`src/rtl/posit_decode_arbiter.sv`:
```
// posit_decode_arbiter
//   Shares a single combinational posit decoder between NREQ requesters.
//   A round-robin arbiter picks one valid requester per cycle. Its operand is
//   decoded into sign/regime/exponent/mantissa and captured in one output
//   register stage, tagged with the winning requester index.
//
// Ports
//   clk, rst_n     clock (rising edge), asynchronous active-low reset
//   req_valid      per-requester operand valid
//   req_posit      packed operands, requester i at [i*WIDTH +: WIDTH]
//   req_ready      one-hot grant (zero while the output stage cannot accept)
//   out_valid      output register holds a decoded result
//   out_ready      downstream accepts the result
//   out_id         requester index that produced the result
//   out_sign       0 = POS, 1 = NEG
//   out_regime     signed regime (two's complement)
//   out_exponent   exponent bits, right aligned
//   out_mantissa   {1'b1, fraction}, MSB aligned
//   out_zero       operand was zero
//   out_nar        operand was NaR
module posit_decode_arbiter #(
    parameter int WIDTH = 8,
    parameter int EN    = 1,
    parameter int NREQ  = 4,
    parameter int W_REG = $clog2(WIDTH) + 1,
    parameter int W_EXP = $clog2(WIDTH) + 1,
    parameter int W_MAN = WIDTH,
    parameter int W_ID  = $clog2(NREQ)
) (
    input  logic                    clk,
    input  logic                    rst_n,
    input  logic [NREQ-1:0]         req_valid,
    input  logic [NREQ*WIDTH-1:0]   req_posit,
    output logic [NREQ-1:0]         req_ready,
    output logic                    out_valid,
    input  logic                    out_ready,
    output logic [W_ID-1:0]         out_id,
    output logic                    out_sign,
    output logic [W_REG-1:0]        out_regime,
    output logic [W_EXP-1:0]        out_exponent,
    output logic [W_MAN-1:0]        out_mantissa,
    output logic                    out_zero,
    output logic                    out_nar
);

    if (NREQ < 2 || WIDTH < 4 || W_MAN != WIDTH || EN < 1 || EN > WIDTH - 1) begin : g_param_check
        $error("posit_decode_arbiter: unsupported parameters (need NREQ>=2, WIDTH>=4)");
    end

    typedef enum logic {EMPTY = 1'b0, FULL = 1'b1} state_t;

    state_t                 state_r;
    state_t                 state_next_s;
    logic [W_ID-1:0]        rr_ptr_r;
    logic [W_ID-1:0]        win_id_s;
    logic                   win_found_s;
    logic [W_ID:0]          cand_s;
    logic                   accept_s;
    logic                   transfer_s;

    logic [WIDTH-1:0]       dec_posit_s;
    logic [WIDTH-2:0]       body_s;
    logic [WIDTH-2:0]       rest_s;
    logic [WIDTH-2:0]       frac_s;
    logic [W_REG-1:0]       run_s;
    logic                   run_done_s;
    logic                   first_s;
    logic                   dec_sign_s;
    logic [W_REG-1:0]       dec_regime_s;
    logic [W_EXP-1:0]       dec_exp_s;
    logic [W_MAN-1:0]       dec_man_s;
    logic                   dec_zero_s;
    logic                   dec_nar_s;

    assign accept_s   = ~out_valid | out_ready;
    assign transfer_s = win_found_s & accept_s;

    // Round-robin search starting at rr_ptr, wrapping modulo NREQ.
    always_comb begin
        win_found_s = 1'b0;
        win_id_s    = '0;
        cand_s      = '0;
        for (int i = 0; i < NREQ; i++) begin
            cand_s = {1'b0, rr_ptr_r} + (W_ID+1)'(i);
            if (cand_s >= (W_ID+1)'(NREQ)) begin
                cand_s = cand_s - (W_ID+1)'(NREQ);
            end else begin
                cand_s = cand_s;
            end
            if (!win_found_s && req_valid[cand_s[W_ID-1:0]]) begin
                win_found_s = 1'b1;
                win_id_s    = cand_s[W_ID-1:0];
            end else begin
                win_found_s = win_found_s;
            end
        end
    end

    // Grant: one-hot winner, suppressed under backpressure and during reset.
    always_comb begin
        if (win_found_s && accept_s && rst_n) begin
            req_ready = NREQ'(1) << win_id_s;
        end else begin
            req_ready = '0;
        end
    end

    assign dec_posit_s = req_posit[win_id_s*WIDTH +: WIDTH];

    // Posit decoder: negative operands are decoded from their two's complement.
    always_comb begin
        dec_zero_s = (dec_posit_s == '0);
        dec_nar_s  = (dec_posit_s == {1'b1, {(WIDTH-1){1'b0}}});
        body_s     = dec_posit_s[WIDTH-1] ? (~dec_posit_s[WIDTH-2:0] + (WIDTH-1)'(1))
                                          : dec_posit_s[WIDTH-2:0];
        first_s    = body_s[WIDTH-2];
        run_s      = '0;
        run_done_s = 1'b0;
        for (int i = WIDTH - 2; i >= 0; i--) begin
            if (!run_done_s && (body_s[i] == first_s)) begin
                run_s = run_s + W_REG'(1);
            end else begin
                run_done_s = 1'b1;
            end
        end
        // Drop the regime run and its terminating bit; exponent follows at the top.
        rest_s    = body_s << (run_s + W_REG'(1));
        dec_exp_s = '0;
        for (int j = 0; j < EN; j++) begin
            dec_exp_s = {dec_exp_s[W_EXP-2:0], rest_s[WIDTH-2-j]};
        end
        frac_s = rest_s << EN;
        if (dec_zero_s || dec_nar_s) begin
            dec_sign_s   = dec_nar_s;
            dec_regime_s = '0;
            dec_exp_s    = '0;
            dec_man_s    = '0;
        end else begin
            dec_sign_s   = dec_posit_s[WIDTH-1];
            dec_regime_s = first_s ? (run_s - W_REG'(1)) : (W_REG'(0) - run_s);
            dec_man_s    = {1'b1, frac_s};
        end
    end

    // Output stage state register.
    always_ff @(posedge clk or negedge rst_n) begin
        if (!rst_n) begin
            state_r <= EMPTY;
        end else begin
            state_r <= state_next_s;
        end
    end

    // Output stage next state: fill on transfer, drain when accepted downstream.
    always_comb begin
        state_next_s = state_r;
        case (state_r)
            EMPTY: begin
                if (transfer_s) state_next_s = FULL;
                else            state_next_s = EMPTY;
            end
            FULL: begin
                if (transfer_s)     state_next_s = FULL;
                else if (out_ready) state_next_s = EMPTY;
                else                state_next_s = FULL;
            end
            default: state_next_s = EMPTY;
        endcase
    end

    // Output stage flags derived from the state register.
    always_comb begin
        out_valid = (state_r == FULL);
    end

    // Result capture and round-robin pointer advance on each transfer.
    always_ff @(posedge clk or negedge rst_n) begin
        if (!rst_n) begin
            rr_ptr_r     <= '0;
            out_id       <= '0;
            out_sign     <= 1'b0;
            out_regime   <= '0;
            out_exponent <= '0;
            out_mantissa <= '0;
            out_zero     <= 1'b0;
            out_nar      <= 1'b0;
        end else if (transfer_s) begin
            rr_ptr_r     <= (win_id_s == W_ID'(NREQ - 1)) ? '0 : (win_id_s + W_ID'(1));
            out_id       <= win_id_s;
            out_sign     <= dec_sign_s;
            out_regime   <= dec_regime_s;
            out_exponent <= dec_exp_s;
            out_mantissa <= dec_man_s;
            out_zero     <= dec_zero_s;
            out_nar      <= dec_nar_s;
        end else begin
            rr_ptr_r     <= rr_ptr_r;
        end
    end

endmodule

```
`config.mk`:
```
export PLATFORM = sky130hd
export DESIGN_NAME = posit_decode_arbiter
export DESIGN_NICKNAME = d
export VERILOG_FILES = /design/src/rtl/posit_decode_arbiter.sv
export SDC_FILE = /design/constraint.sdc
export NUM_CORES = 1
export LEC_CHECK = 0
export ABC_CLOCK_PERIOD_IN_PS = 4100
export CELL_PAD_IN_SITES_DETAIL_PLACEMENT = 1
export CELL_PAD_IN_SITES_GLOBAL_PLACEMENT = 2
export CORE_AREA = 2 2 96 98
export DETAILED_ROUTE_END_ITERATION = 10
export DIE_AREA = 0 0 98 100
export GPL_TIMING_DRIVEN = 0
export HOLD_SLACK_MARGIN = 0.1
export PLACE_DENSITY_LB_ADDON = 0.1
export SLEW_MARGIN = 15
export SYNTH_ARGS = -nofsm -noshare
export SYNTH_HDL_FRONTEND = slang
export SYNTH_SLANG_ARGS = --single-unit
```
`constraint.sdc`:
```
create_clock -name clk -period 4.1 [get_ports clk]
set_input_delay 0.82 -clock clk [delete_from_list [all_inputs] [get_ports clk]]
set_output_delay 0.82 -clock clk [all_outputs]
set_load 0.05 [all_outputs]
```
# [Yosys cells after proc, flatten, opt, wreduce, memory -nomap -nowiden]
# Cells that the tools add are included.
[classes] n_reduce_logical=19 n_bitwise=4 muxes=43 n_addsub=17 eq_ne=8 n_lt_le_gt_ge=8 n_shift=3
[op_table] cell="4-bit 2-to-1 mux" count=8
[op_table] cell="32-bit by 6-bit variable part select with 8-bit output" count=1
[op_table] cell="4-bit by 1-bit adder with 4-bit output (second input constant)" count=6
[op_table] cell="2-bit 2-to-1 mux" count=10
[op_table] cell="1-bit 2-to-1 mux" count=18
[op_table] cell="2-bit by 3-bit less-than comparator with 1-bit output (second input constant)" count=4
[op_table] cell="1-bit logical AND" count=10
[op_table] cell="3-bit >= comparator (second input constant)" count=3
[op_table] cell="1-bit binary-select mux with 2-bit select" count=4
[op_table] cell="8-bit == test (second input constant)" count=1
[op_table] cell="8-bit zero test" count=1
[op_table] cell="8-bit 2-to-1 mux" count=1
[op_table] cell="2-bit by 1-bit subtractor with 2-bit output (second input constant)" count=4
[op_table] cell="7-bit by 1-bit adder with 7-bit output (second input constant)" count=1
[op_table] cell="1-bit zero test" count=7
[op_table] cell="7-bit 2-to-1 mux" count=1
[op_table] cell="7-bit NOT" count=1
[op_table] cell="7-bit by 4-bit << shifter with 7-bit output" count=1
[op_table] cell="2-bit by 2-bit adder with 3-bit output (second input constant)" count=2
[op_table] cell="1-bit == test" count=6
[op_table] cell="1-bit by 2-bit << shifter with 4-bit output (first input constant)" count=1
[op_table] cell="1-bit by 4-bit subtractor with 4-bit output (first input constant)" count=1
[op_table] cell="4-bit by 1-bit subtractor with 4-bit output (second input constant)" count=1
[op_table] cell="2-bit by 1-bit adder with 3-bit output (second input constant)" count=1
[op_table] cell="other kinds (8)" count=8
[totals] inputBits=39 register_bits=24 word_cells=111

# [Longest topological paths before layout]
# Gate-level depths: netlist (run 1).
[depth] word_depth=36 ltp_mapped=19

# [Worst setup path before layout (run 1)]
# No wires, ideal clock.
[synth_timing] kind="input -> register" startpoint="input port req_valid[2]" endpoint="register out_exponent[0]" stages=18 t_arrival_ps=4617 required_time_ps=3978 path_slack_ps=-639 cell_sequence="nor2b_1 > a311oi_2 > nor2_4 > mux2i_1 > mux2_2 > clkbuf_8 > ha_1 > nand2_1 > o22a_2 > o31ai_4 > xnor2_2 > nand3_1 > o22ai_4 > inv_1 > ha_1 > clkinv_1 > a2111o_1 > a32o_1"
[synth_between] elab_chain_cells=34
[synth_rtl] element="from (decl)" line_no="32" text="input logic [NREQ-1:0] req_valid,"
[synth_rtl] element="1-bit binary-select mux with 2-bit select" line_no="90" text="if (!win_found_s && req_valid[cand_s[W_ID-1:0]]) begin"
[synth_rtl] element="1-bit 2-to-1 mux (implied by the code)" line_no="90"
[synth_rtl] element="1-bit 2-to-1 mux" line_no="90"
[synth_rtl] element="1-bit zero test" line_no="90"
[synth_rtl] element="1-bit logical AND" line_no="90"
[synth_rtl] element="1-bit 2-to-1 mux" line_no="90"
[synth_rtl] element="1-bit zero test" line_no="90"
[synth_rtl] element="1-bit logical AND" line_no="90"
[synth_rtl] element="1-bit 2-to-1 mux" line_no="90"
[synth_rtl] element="1-bit zero test" line_no="90"
[synth_rtl] element="1-bit logical AND" line_no="90"
[synth_rtl] element="2-bit 2-to-1 mux (*)" line_no="90"
[synth_rtl] element="net win_id_s[1]" line_no="55" text="logic [W_ID-1:0] win_id_s;"
[synth_rtl] element="32-bit by 6-bit variable part select with 8-bit output (*)" line_no="108" text="assign dec_posit_s = req_posit[win_id_s*WIDTH +: WIDTH];"
[synth_rtl] element="branches (longest 20 deep; another with 7-bit by 1-bit adder with 7-bit output)"
[synth_rtl] element="1-bit 2-to-1 mux (*)" line_no="133" text="if (dec_zero_s || dec_nar_s) begin"
[synth_rtl] element="to (signal assigned)" line_no="192" text="out_exponent <= dec_exp_s;"
[synth_rtl] element="to (decl)" line_no="40" text="output logic [W_EXP-1:0] out_exponent,"
# Mark *: on every way through the listed nets, which the timed path passes. The select of a mux whose other input is x is not followed.
# A chain may end at the register's enable or synchronous reset.

# [Worst setup path in the final report (run 1)]
# Same ends and word-level chain as after synthesis.

==> results of run 1 <==
## state kept, by name (all words and copies together) (netlist names)
signal	count
out_valid	1
out_mantissa	7
rr_ptr_r	2
out_regime	4
out_exponent	1
out_zero	1
out_nar	1
out_id	2
out_sign	1
## cells by family after synthesis
logic type	Yosys count	synth area share (%)
XOR/XNOR	12	5.88
multiplexers	33	16.8
AND/OR/NAND/NOR	84	19.5
flip-flops	20	24.5
buffers and inverters	20	7.04
adder cells (fa/ha/maj)	7	4.28
other	1	0.183
AO/OA/AOI/OAI	59	21.9
## cells in the final DEF (no fill, tap or decap), types with 3 or more instances in the layout
cell type	Yosys	final
a21oi_2	1	4
nand4_1	5	5
a21o_2	3	3
and3_1	4	4
buf_6	2	7
ha_4	0	3
nand2_1	37	33
inv_1	7	3
ha_1	7	4
o21ai_2	0	3
o211ai_1	3	3
clkdlybuf4s50_1	0	55
mux2_2	7	5
mux2i_1	25	20
a21o_1	3	3
nor3_1	6	5
buf_4	4	31
nor2_1	12	11
mux2i_2	1	6
a21oi_1	11	7
nand3_1	7	6
o21ai_0	13	10
inv_2	1	4
conb_1	1	4
a31oi_1	5	3
buf_12	1	3
xnor2_4	0	3
xnor2_1	9	3
xnor2_2	1	4
clkbuf_8	2	5
dfrtp_1	20	20
## through the flow
stage	instance area, um^2	hold slack [ns]	setup TNS (ns)	instances	setup WS (ns)
after floorplan	2130	0.524	-0.471	239	-0.293
after global placement	2870	0.460	-10.26	410	-1.35
after detailed placement	2870	0.471	-10.29	410	-1.35
after CTS	3300	0.490	-0.135	438	-0.135
after global routing	3490	0.525	-0.909	447	-0.265
final	3490	0.482	-0.116	447	-0.116
## worst min-delay path: stages (launching register included)
cell and delay, ns:
dfrtp_1 0.34, nand2_1 0.05, nand2_1 0.06
## worst paths after layout
kind,from,to,slack (ns),depth (start not counted)
max,req_valid[2],out_exponent[0],-0.12,21
min,out_mantissa[2],out_mantissa[2],0.48,2
max reg2reg,rr_ptr_r[1],out_exponent[0],0.12,20
min reg2reg,out_mantissa[2],out_mantissa[2],0.48,2
max in group asynchronous,rst_n,out_mantissa[3],2.74,1
min in group asynchronous,rst_n,rr_ptr_r[0],0.74,1
## routing by layer
metal	track usage [%]	vias up	wire length, um
met5	0	-	0
met4	2.56	0	30
met3	0.627	2	127
met2	25.7	26	3420
met1	18.8	1046	3220
li1	-	1052	-
## final cells by class
| class | instances | area share [%] |
|---|---|---|
| multi-input combinational | 199 | 49.8 |
| timing repair buffer | 93 | 25.5 |
| sequential | 20 | 14.4 |
| tap | 111 | 3.98 |
| buffer | 10 | 3.30 |
| clock buffer | 4 | 1.58 |
| inverter | 10 | 1.44 |
## what timing repair did
item / 4_1_cts / 5_1_grt
resized for setup: 49 / 28
pin swaps: 15 / 16
endpoints found under the setup margin: 11 / 10
buffers inserted: 24 / 11
==> out/qor.csv, run 1 <==
stage,metric,value,unit
logic_synthesis,top-area cell type share of the netlist area,24.5,%
drt,Via Count,2126,
timing,clock skew,0.000655,ns
finish,P&R area growth vs syn,70.5,%
timing,unrepaired setup endpoints after global routing,true,
drt,Routed Antenna Nets,0,
logic_synthesis,Synth top cells by count,"nand2_1, mux2i_1, dfrtp_1",
grt,GRT Residual Overflow,0,
clocking,clock buffer depth,2,
logic_synthesis,"FFs w/ async S/R, synth",100,%
floorplan,Die Y,100,um
logic_synthesis,Cells after Synth,236,
clocking,clock tree root buffer cell,clkbuf_8,
grt,first-pass GRT wire length,11500,um
finish,fill count,1037,
floorplan,core box area,8890,um^2
critical_path,CP Data Required Time,4.25,ns
critical_path,Worst Setup Start Kind,input pin,
critical_path,crit-path max FO,5,
floorplan,IO Pins,65,
logic_synthesis,Mapped Avg Cell Area,8.66,um^2
logic_synthesis,top-count cell post-synth,nand2_1,
critical_path,critical-path cell list,"buf_8, buf_12, a311oi_4, nor2_4, buf_4, mux2i_1, mux2_4, ha_4, nand2_1, o22a_2, o31ai_4, buf_6, xnor2_4, a21o_1, o21bai_4, o21ai_2, ha_4, inv_6, xnor2_2, a221o_1, a32o_1",
finish,Nets,383,
drt,drt total wl,6800,um
drt,Initial DRC Count,55,
grt,GRT Total Usage,14.1,%
drt,vias per cell,4.76,
grt,antenna violations before repair,0,
drt,first-pass iteration count of the detailed router,4,
timing,Slew headroom,31.0,%
critical_path,Most Frequent Cell on Critical Path,ha_4,
timing,PnR worst setup slack,-0.116,ns
logic_synthesis,prevailing post-synth register cell,dfrtp_1,
placement,DP HPWL,5140,um
logic_synthesis,warnings from Yosys,0,
status,failing checks,negative setup slack,
clocking,H-tree depth,1,
logic_synthesis,"top cells by area, synth","dfrtp_1, mux2i_1, nand2_1",
placement,Port Buffers,60,
placement,Routability Congestion,0.714,
drt,DRC viols,0,
clocking,Num CTS Buffers,3,
logic_synthesis,post-synthesis cell area,2040,um^2
status,outcome,finished with violations,
finish,Sequential Area,500,um^2
floorplan,Core Rows,35,
grt,vias in the first global route,2272,
finish,Util after Layout,39.2,%
grt,largest net degree at the start of global routing,25,
clocking,TritonCTS Sinks,20,
critical_path,kind of critical path,in -> reg,
clocking,Worst-Skew Late Latency,0.25,ns
timing,Final Critical Period,4.22,ns
critical_path,Worst Path Arrival,4.36,ns
critical_path,slowest cell on the critical path,a311oi_4,
timing,Peak Freq,0.237,GHz
timing,final setup vio count,1,
floorplan,Die W,98,um
flow_run,Max-Cap Viols,0,
timing,Worst-Margin Slew,1.03,ns
critical_path,"Buf+Inv Stages, Crit Path",5,
logic_synthesis,largest area contributor in the netlist,dfrtp_1,
finish,ant diodes,0,
finish,fraction of layout cells with a size suffix above 1,34.8,%
timing,endpoints failing hold,0,
min_path,Worst Hold Class,reg -> reg,
clocking,hold buffers post-CTS,0,
critical_path,"CP delay by family, top",compound AO/OA/AOI/OAI gates,
critical_path,crit path capture type,register,
timing,Max Slew Vio Count,0,
critical_path,CP peak stage delay,0.36,ns
logic_synthesis,sequential-to-total area share from yosys stat,24.5,%
floorplan,die area,9800,um^2
timing,Final Cycle Share,103,%
floorplan,Initial Util,23.0,%
finish,area of the multi-input gates,1740,um^2
clocking,Clock transition at path regs,0.07,ns
clocking,TritonCTS clock tree,yes,
drt,drt wl/cell,15.2,um
logic_synthesis,Post-synth EDFFs,0,
logic_synthesis,Synth cell types,59,
logic_synthesis,#FFs+latches synth,20,
Power of run 1 is not shown: default switching activity piles up to over one toggle a cycle in this logic, so the estimate is an artifact.
==> run 2: changes to the inputs <==
Settings changed: CORE_AREA 2 2 96 98 to 2 2 94 96, CTS_BUF_LIST from default to sky130_fd_sc_hd__clkbuf_8, DIE_AREA 0 0 98 100 to 0 0 96 98.
==> out/qor.csv, run 2 (synthesized netlist as in run 1, its figures left out) <==
stage,metric,value,unit,change
drt,Initial DRC Count,67,,+22%
critical_path,Worst Path Arrival,4.37,ns,about the same
critical_path,crit path capture type,register,,
timing,unrepaired setup endpoints after global routing,true,,
floorplan,Die Y,98,um,-2.0%
timing,final setup vio count,2,,+1
placement,DP HPWL,5050,um,-1.7%
placement,Placement Setup Slack,-1.36,ns,-0.0104 ns
floorplan,core box area,8470,um^2,-4.8%
finish,max reg flops,7,,unchanged
timing,Peak Freq,0.237,GHz,-0.26%
min_path,worst hold path cell count,2,,unchanged
timing,PnR worst setup slack,-0.127,ns,-0.0112 ns
drt,drt total wl,6700,um,-1.5%
critical_path,R2R cell count,19,,-5.0%
critical_path,CP Data Required Time,4.24,ns,about the same
grt,GRT Total Usage,14.5,%,+0.35 points
finish,Util after Layout,40.5,%,+1.3 points
drt,Via Count,2081,,-2.1%
grt,antenna violations before repair,0,,unchanged
drt,drt wl/cell,15.2,um,about the same
finish,fill count,980,,-5.5%
grt,vias in the first global route,2230,,-1.8%
floorplan,Initial Util,24.2,%,+1.2 points
grt,largest net degree at the start of global routing,25,,unchanged
placement,Port Buffers,60,,unchanged
critical_path,slowest cell on the critical path,a2111o_1,,
timing,Setup TNS,-0.133,ns,-0.0171 ns
clocking,clock tree root buffer cell,clkbuf_8,,
floorplan,Die W,96,um,-2.0%
finish,area of the multi-input gates,1730,um^2,-0.58%
clocking,Clock transition at path regs,0.07,ns,about the same
clocking,clock buffer depth,2,,unchanged
clocking,hold buffers post-CTS,0,,unchanged
status,failing checks,negative setup slack,,
finish,P&R area growth vs syn,67.6,%,
finish,largest reg by FF count,out_mantissa,,
drt,vias per cell,4.73,,-0.56%
finish,"commonest cells after routing, fill and taps aside","clkdlybuf4s50_1, nand2_1, buf_4, mux2i_1, dfrtp_1",,
critical_path,CP peak stage delay,0.40,ns,+0.04 ns
floorplan,die area,9410,um^2,-4.0%
critical_path,Worst path depth,20,,-4.8%
status,outcome,finished with violations,,
clocking,Num CTS Buffers,3,,unchanged
critical_path,"Buf+Inv Stages, Crit Path",5,,unchanged
timing,Final Critical Period,4.23,ns,+0.0112 ns
critical_path,"CP delay by family, top",compound AO/OA/AOI/OAI gates,,
finish,largest registers,"out_mantissa (7), out_regime (4)",,
drt,first-pass iteration count of the detailed router,4,,unchanged
grt,GRT Residual Overflow,0,,unchanged
drt,DRC viols,0,,unchanged
critical_path,critical-path cell list,"buf_8, nor2b_4, a21o_1, a211oi_2, clkbuf_8, mux2_4, clkbuf_16, ha_4, nand2_2, o22a_4, o31ai_4, buf_6, xnor2_4, a21o_1, o21bai_4, o21ai_4, ha_4, inv_8, a2111o_1, a32o_1",,
timing,Worst-Margin Slew,0.993,ns,-0.0402 ns
clocking,Worst-Skew Late Latency,0.25,ns,about the same
finish,fraction of layout cells with a size suffix above 1,32.8,%,-2.0 points
timing,Slew headroom,33.6,%,+2.6 points
drt,Routed Antenna Nets,0,,unchanged
timing,Max Slew Vio Count,0,,unchanged
floorplan,IO Pins,65,,unchanged
timing,clock skew,0.00102,ns,+0.000363 ns
critical_path,kind of critical path,in -> reg,,
flow_run,Max-Cap Viols,0,,unchanged
clocking,H-tree depth,1,,unchanged
critical_path,Worst Setup Start Kind,input pin,,
timing,Final Cycle Share,103,%,+0.27 points
finish,Nets,379,,-1.0%
min_path,Worst Hold Class,reg -> reg,,
grt,first-pass GRT wire length,11000,um,-4.4%
placement,Routability Congestion,0.721,,+0.98%
finish,"most common cell after layout, fill and taps aside",clkdlybuf4s50_1,,
finish,ant diodes,0,,unchanged
finish,Sequential Area,500,um^2,unchanged
clocking,TritonCTS Sinks,20,,unchanged
critical_path,crit-path max FO,4,,-1
floorplan,Core Rows,34,,-2.9%
clocking,TritonCTS clock tree,yes,,
timing,endpoints failing hold,0,,unchanged
## run 2: cell count changes in the layout (fill, tap and decap cells not counted), sizes merged
cell           previous run  this run
clkinv                    1         0
inv                       9        10
dlymetal6s2s              1         0
buf                      43        40
clkbuf                    8         7
clkdlybuf4s50            55        56
## run 2: cell type report
cell class / count / share of cell area (%)
multi-input cells: 199 / 50.4
repair buffers: 89 / 24.6
well taps: 108 / 3.94
clock buffers: 4 / 1.61
inverters: 10 / 1.46
flip-flops and latches: 20 / 14.6
plain buffers: 10 / 3.36
## run 2: repair_timing
item,CTS,global route
gates resized for setup,44,29
pin swaps,16,19
setup buffers,21,9
endpoints found under the setup margin,12,9
## run 2: worst paths after layout
kind,startpoint,to,slack [ns]
worst min-delay path,out_mantissa[2],out_mantissa[2],0.48
worst max register to register,rr_ptr_r[1],out_exponent[0],0.12
min in group asynchronous,rst_n,out_id[0],1.12
worst max-delay path,req_valid[2],out_exponent[0],-0.13
max in group asynchronous,rst_n,out_mantissa[6],2.39
worst min register to register,out_mantissa[2],out_mantissa[2],0.48
## run 2: worst min-delay path, cell delays in order, from the launching register on
cell and delay, ns:
dfrtp_1 0.34, nand2_1 0.05, nand2_1 0.05
## run 2: layer usage
layer	track usage [%]	up-vias	part of all wire [%]
li1	-	1042	-
met1	19.1	1001	46
met2	25.6	38	52
met3	1.16	0	2.7
met4	2.64	0	0
met5	0	-	0
## run 2: metrics by stage
step,cells,hold WS (ns),area (um^2)
4_1_cts,432,0.484,3240
5_1_grt,440,0.514,3430
3_5_place_dp,407,0.466,2870
3_3_place_gp,407,0.462,2870
2_1_floorplan,239,0.524,2130
6_report,440,0.476,3430
Power of run 2 is left out for the same reason.
